--- src/rtl/tt_sweep_capture_if.sv ---
// tt_sweep_capture_if: sweep request/status, function drive/sample and truth-table bundle.
// TT_COMPARE_EN adds the expected-table compare signals.
interface tt_sweep_capture_if #(parameter int N_IN = 3);
   logic start;
   logic [N_IN-1:0] vec_out;
   logic y_in;
   logic busy;
   logic done;
   logic [2**N_IN-1:0] table_out;
`ifdef TT_COMPARE_EN
   logic [2**N_IN-1:0] expected;
   logic mismatch;
   logic [N_IN-1:0] mismatch_idx;
   modport master (output start, y_in, expected, input vec_out, busy, done, table_out, mismatch, mismatch_idx);
   modport slave (input start, y_in, expected, output vec_out, busy, done, table_out, mismatch, mismatch_idx);
`else
   modport master (output start, y_in, input vec_out, busy, done, table_out);
   modport slave (input start, y_in, output vec_out, busy, done, table_out);
`endif
endinterface

--- src/rtl/tt_sweep_capture.sv ---
// tt_sweep_capture: sweeps a combinational block's inputs in ascending order and packs its truth table.
// TT_COMPARE_EN adds a compare of the captured table against an expected table latched at start.
module tt_sweep_capture #(
   parameter int N_IN   = 3,
   parameter int SETTLE = 1
) (
   input logic clk,
   input logic rst_n,
   tt_sweep_capture_if.slave bus
);
   localparam int W  = 2**N_IN;
   localparam int CW = $clog2(SETTLE + 1);
   localparam logic [1:0] IDLE = 2'd0, RUN = 2'd1, DONE = 2'd2;
   logic [1:0] state;
   logic [CW-1:0] cnt;
   logic [N_IN-1:0] vec;
   logic [W-1:0] tbl;
   logic last_settle, last_vec;
   assign last_settle = cnt == CW'(SETTLE - 1);
   assign last_vec    = vec == {N_IN{1'b1}};
   assign bus.vec_out   = vec;
   assign bus.table_out = tbl;
   assign bus.busy      = state == RUN;
   assign bus.done      = state == DONE;
`ifdef TT_COMPARE_EN
   logic [W-1:0] exp_q, tbl_nx, diff;
   logic [N_IN-1:0] idx;
   logic mis;
   logic [N_IN-1:0] mis_idx;
   assign bus.mismatch     = mis;
   assign bus.mismatch_idx = mis_idx;
   // compare against the table as it will read after the final capture edge
   always_comb begin
      tbl_nx = tbl;
      tbl_nx[vec] = bus.y_in;
      diff = tbl_nx ^ exp_q;
      idx = '0;
      for (int i = W - 1; i >= 0; i--) if (diff[i]) idx = N_IN'(i);
   end
   always_ff @(posedge clk or negedge rst_n) begin
      if (!rst_n) begin
         exp_q   <= '0;
         mis     <= 1'b0;
         mis_idx <= '0;
      end else if (state == IDLE && bus.start) begin
         exp_q   <= bus.expected;
         mis     <= 1'b0;
         mis_idx <= '0;
      end else if (state == RUN && last_settle && last_vec) begin
         mis     <= |diff;
         mis_idx <= idx;
      end
   end
`endif
   always_ff @(posedge clk or negedge rst_n) begin
      if (!rst_n) begin
         state <= IDLE;
         cnt   <= '0;
         vec   <= '0;
         tbl   <= '0;
      end else begin
         case (state)
            IDLE: if (bus.start) begin
               state <= RUN;
               cnt   <= '0;
               vec   <= '0;
               tbl   <= '0;
            end
            RUN: begin
               cnt <= last_settle ? '0 : cnt + 1'b1;
               if (last_settle) begin
                  tbl[vec] <= bus.y_in;
                  if (last_vec) state <= DONE;
                  else vec <= vec + 1'b1;
               end
            end
            DONE:    state <= IDLE;
            default: state <= IDLE;
         endcase
      end
   end
endmodule

--- src/flat_wrapper.sv ---
// flat-port wrapper written by rule: the top's interface ports become plain ports
module tt_sweep_capture_flat 
#(
   parameter int N_IN   = 3,
   parameter int SETTLE = 1
)
  (clk, rst_n, bus_start, bus_y_in, bus_vec_out, bus_busy, bus_done, bus_table_out);
  tt_sweep_capture_if #(.N_IN(N_IN)) bus_i ();
  input logic clk;
  input logic rst_n;
  input wire logic [$bits(bus_i.start)-1:0] bus_start;
  input wire logic [$bits(bus_i.y_in)-1:0] bus_y_in;
  output wire logic [$bits(bus_i.vec_out)-1:0] bus_vec_out;
  output wire logic [$bits(bus_i.busy)-1:0] bus_busy;
  output wire logic [$bits(bus_i.done)-1:0] bus_done;
  output wire logic [$bits(bus_i.table_out)-1:0] bus_table_out;
  assign bus_i.start = bus_start;
  assign bus_i.y_in = bus_y_in;
  assign bus_vec_out = bus_i.vec_out;
  assign bus_busy = bus_i.busy;
  assign bus_done = bus_i.done;
  assign bus_table_out = bus_i.table_out;
  tt_sweep_capture #(.N_IN(N_IN), .SETTLE(SETTLE)) u_core (.clk(clk), .rst_n(rst_n), .bus(bus_i));
endmodule
--- config.mk ---
export PLATFORM = sky130hd
export DESIGN_NAME = tt_sweep_capture_flat
export DESIGN_NICKNAME = d
export VERILOG_FILES = /design/src/rtl/tt_sweep_capture_if.sv /design/src/rtl/tt_sweep_capture.sv /design/src/flat_wrapper.sv
export SDC_FILE = /design/constraint.sdc
export NUM_CORES = 1
export LEC_CHECK = 0
export CAP_MARGIN = 5
export CORE_ASPECT_RATIO = 1.2
export CORE_MARGIN = 4
export CORE_UTILIZATION = 30
export CTS_CLUSTER_DIAMETER = 40
export DETAILED_ROUTE_END_ITERATION = 12
export REMOVE_ABC_BUFFERS = 1
export SYNTH_ARGS = -nofsm -noshare
export SYNTH_HDL_FRONTEND = slang
export SYNTH_SLANG_ARGS = --single-unit
--- constraint.sdc ---
create_clock -name clk -period 2.1 [get_ports clk]
set_input_delay 0.63 -clock clk [delete_from_list [all_inputs] [get_ports clk]]
set_output_delay 0.63 -clock clk [all_outputs]
set_load 0.02 [all_outputs]
; After elaboration in Yosys (flattened, before gate mapping)
; Cells that the tools add are included.
; Widths: inputs -> output; s select.
[totals]
ff_bits = 14
inputBits = 4
output_inout_bits = 13
elab_cells = 39
[classes]
n_addsub = 2
order_cmp = 2
n_eq_ne = 7
mux = 17
reduce_logical = 7
[op_table]
columns = operator, n
row1 = $mux 8, 2
row2 = $pmux 8 s2, 1
row3 = $mux 3, 3
row4 = $bwmux 8, 1
row5 = $mux 2, 3
row6 = $ne 2x2->1 const B, 3
row7 = $pmux 3 s2, 1
row8 = $reduce_and 3->1, 2
row9 = $lt 3x4->1 const B, 1
row10 = $pmux 2 s2, 1
row11 = $reduce_and 4->1, 1
row12 = $add 3x1->3 const B, 1
row13 = $demux 1 s3, 1
row14 = $eq 3x3->1 const B, 1
row15 = $ge 3x1->1 const B, 1
row16 = $mux 1, 3
row17 = $eq 2x1->1 const B, 1
row18 = $eq 2x2->1 const B, 1
row19 = $logic_not 2->1, 1
row20 = $ne 2x1->1 const B, 1
row21 = $pmux 1 s2, 1
row22 = $reduce_and 2->1, 1
row23 = $reduce_bool 2->1, 1
row24 = $add 1x1->1 const B, 1
row25 = $logic_and 1x1->1, 1

; Depth between registers and ports, before layout
[logic_depth]
depth_word = 7
depth_mapped = 5
ltp_nobuf = 5

; Worst setup path after synthesis
; Ideal clock, no wire load.
[synth_path]
kind = in2reg
from = input bus_start
to = register u_core.vec[0] (netlist: u_core.bus.vec_out[0])
setup_time_ns = 0.125
t_arrival_ns = 1.486
t_required_ns = 1.975
setup_slack_ns = 0.489
stages = 4
path_buffers = 1
path_cell_list = or3b_1 -> buf_6 -> nor2b_4 -> mux2_4
[synth_via]
elab_chain_len = 2
[synth_rtl]
columns = element, line
row1 = from (decl), flat_wrapper.sv:11  ; input wire logic [$bits(bus_i.start)-1:0] bus_start;
row2 = $ne 2x2->1 (no source line), --
row3 = $reduce_and 4->1 (no source line), --
row4 = to (signal assigned), tt_sweep_capture.sv:74  ; else vec <= vec + 1'b1;
row5 = to (decl), tt_sweep_capture.sv:16  ; logic [N_IN-1:0] vec;
; Every way passes these cells.
; A chain may end at the register's enable or synchronous reset.

; Final worst setup path
[layout_path]
from = register u_core.vec[1] (netlist: u_core.bus.vec_out[1])
to = output bus_vec_out[1]
[layout_rtl]
columns = element, line
row1 = to (decl), flat_wrapper.sv:13  ; output wire logic [$bits(bus_i.vec_out)-1:0] bus_vec_out;
; No word-level cell between the ends.

==> results.toml <==
[routing]
drt_pass1_iterations = 2
vias = 461
drt-total-wl_um = 1288
ant_nets = 0
remaining_drc_errors = 0
avgRoutedWirePerCell_um = 12.04
drt_iter0_markers = 2
viasPerCell = 4.308

[clock_tree]
cts_root_buf = "clkbuf_4"
htreeDepth = 1
cts_tree = "yes"
cts_buffers = 3
cts_max_path_buffers = 2
cts_num_sinks = 13
insertion_delay_ns = 0.27
clk_pin_slew_ns = 0.08

[worst_setup_path]
crit_fanout = 11
worstSetupPathDepth = 1
critPathRequiredTime_ns = 1.47
r2r-start = "u_core.bus.vec_out[1]"
crit_buf_inv = 1
slowest_stage = "clkdlybuf4s50_1"
r2r_slack_ns = 0.38
crit_path_start_kind = "register"
reg2regPathDepth = 5
max_stage_delay_ns = 0.64
critPathKind = "reg -> out"
worstPathCellList = "clkdlybuf4s50_1"
critical-path-top-delay-family = "buffers and inverters"
worst_ep_arrival_time_ns = 1.38
cp-end-kind = "output pin"
reg2reg_to = "u_core.bus.vec_out[0]"

[power]
p_per_area_nw_per_um2 = 1564
ir_drop_uv = 843.3
p_leak_nw = 0.4310

[cells_and_area]
fillers = 199
fin_area_um2 = 888.4
final_util_pct = 43.35
drive_gt1_share_pct = 16.88
syn_to_final_growth_pct = 37.07
insertedDiodeCount = 0
fin_cells = 107
nNetsFinal = 84

[hold_path]
worstHoldStart = "u_core.bus.table_out[3]"
hold_end = "u_core.bus.table_out[3]"
hold_class = "reg -> reg"
holdPathStages = 2

[die]
num_rows = 18
die_h_um = 58.92
core_area_um2 = 2049
die-area_um2 = 2971
initial_core_util_pct = 31.62
io_pins = 17
fp.dieW_um = 50.43

[timing]
setup_viol = 0
hold_ws_ns = 0.5269
tns_ns = 0
worstMarginPinSlew_ns = 0.5792
finalHoldViolCount = 0
skew_ns = 0.005429
max_freq_mhz = 496.9
max-slew-margin-rel_pct = 61.26
rsz0062_at_grt = "no"
finalMaxSlewViolations = 0
min_period_ns = 2.012
fin_crit_sh_pct = 95.83

[global_routing]
antenna_found_initial = 0
grt_pass1_vias = 497
grt_pass1_wl_um = 2221
gr-usage-all-layers_pct = 9.893
grt_overflow = 0
grt_max_degree = 14

[logic_synthesis]
synth_cells = 56
ys_types = 24
syn-cell-area_um2 = 648.1
synth_area_per_cell_um2 = 11.57
ys_ff_latch = 13
ys_seq_area_share_pct = 50.19
ys_warn_count = 0

[place]
dpl.cell_count = 103
place_area_um2 = 859.6
portBuffers = 16
dp_hpwl_um = 899.4
routabilityCongestion = 0.6861

[run_status]
status = "complete, no violations"

[job]
maxCapViolCount = 0
-- report_power, final --
| group | total, mW | switching (mW) | internal (mW) |
|---|---|---|---|
| Combinational | 0.791 | 0.386 | 0.405 |
| Clock | 0.154 | 0.0802 | 0.0734 |
| Sequential | 0.444 | 0.0886 | 0.356 |
| Total | 1.39 | 0.555 | 0.834 |
-- layer usage --
layer  vias up  wire length (um)  global-route usage (%)
met5         -                 0                       0
met4         0                 0                   4.615
met3         0                44                   2.278
met2         9               624                   15.67
met1       209               618                   12.80
li1        243                 -                       -
-- how the worst max path moves through the flow --
stage                                startpoint                    end
after floorplan           u_core.bus.vec_out[0]  u_core.bus.vec_out[0]
after global placement                bus_start  u_core.bus.vec_out[0]
after detailed placement              bus_start  u_core.bus.vec_out[0]
after CTS                       u_core.state[0]               bus_done
after global routing      u_core.bus.vec_out[1]         bus_vec_out[1]
final                     u_core.bus.vec_out[1]         bus_vec_out[1]
-- cells in the mapped netlist --
cell type | count | area [um2]
nor4_1 | 1 | 6.260
mux2i_1 | 7 | 70.07
a22o_1 | 2 | 17.52
nor2_1 | 1 | 3.750
nand4b_1 | 2 | 17.52
inv_1 | 3 | 11.26
and2_1 | 1 | 6.260
buf_6 | 1 | 11.26
o311ai_0 | 1 | 8.760
nand4_1 | 1 | 6.260
ha_1 | 2 | 25.02
nand2b_1 | 1 | 6.260
nor3b_2 | 1 | 12.51
mux2_4 | 1 | 15.01
nand2_1 | 8 | 30.03
or3b_1 | 1 | 8.760
nor4b_1 | 2 | 17.52
dfrtp_1 | 13 | 325.3
nor2b_4 | 1 | 13.76
clkbuf_1 | 2 | 7.510
o41ai_1 | 1 | 8.760
clkbuf_2 | 1 | 5.000
and2b_2 | 1 | 8.760
nand3_1 | 1 | 5.000
-- cell type report --
cell class	instances	area, um2	share of cell area [%]
sequential	13	326.6	36.76
timing repair buffer	21	198.9	22.39
clock buffer	4	26.28	2.958
tap	30	37.54	4.225
inverter	3	11.26	1.268
multi-input combinational	36	287.8	32.39
-- kinds of logic (layout without fill, tap and decap cells) --
kind of cell / after synthesis / in the layout / synth area share, %
fa+ha+maj: 2 / 2 / 3.860
buf+inv: 7 / 28 / 5.405
mux: 8 / 8 / 13.13
simple gates: 22 / 22 / 22.01
compound gates: 4 / 4 / 5.406
flops: 13 / 13 / 50.19
-- flip-flops by register name (all words and copies together), names as in the netlist --
name,flops
u_core.bus.vec_out,3
u_core.state,2
u_core.bus.table_out,8
-- metrics by stage --
step / power (mW) / worst slack (ns)
detailed placement: 1.248 / 0.07942
global route: 1.494 / 0.03659
CTS: 1.407 / 0.001780
floorplan: 0.8956 / 0.3632
finish: 1.389 / 0.08760
global placement: 1.244 / 0.08817
-- repair_timing --
| item | in CTS | in global routing |
|---|---|---|
| hold buffers | 0 | 0 |
| gates resized for setup | 2 | 1 |
| setup endpoints to repair | 2 | 1 |
| buffers inserted | 0 | 0 |
| gates cloned | 0 | 0 |
-- cell usage in the layout (no fill, tap or decap), types with 2 or more instances in the layout --
cell              n
ha_1              2
clkdlybuf4s50_1  14
inv_1             3
mux2i_1           7
nand2_1           8
buf_4             5
nand4b_1          2
a22o_1            2
clkbuf_4          3
nor4b_1           2
dfrtp_1          12
-- worst reg2reg max path, delay by kind of cell, from the launching register on --
kind	cells	cell delay, ns
fa+ha+maj	2	0.43
flops	1	0.49
mux	1	0.27
simple gates	2	0.44
Note: power is estimated with default switching activity, not from simulation.
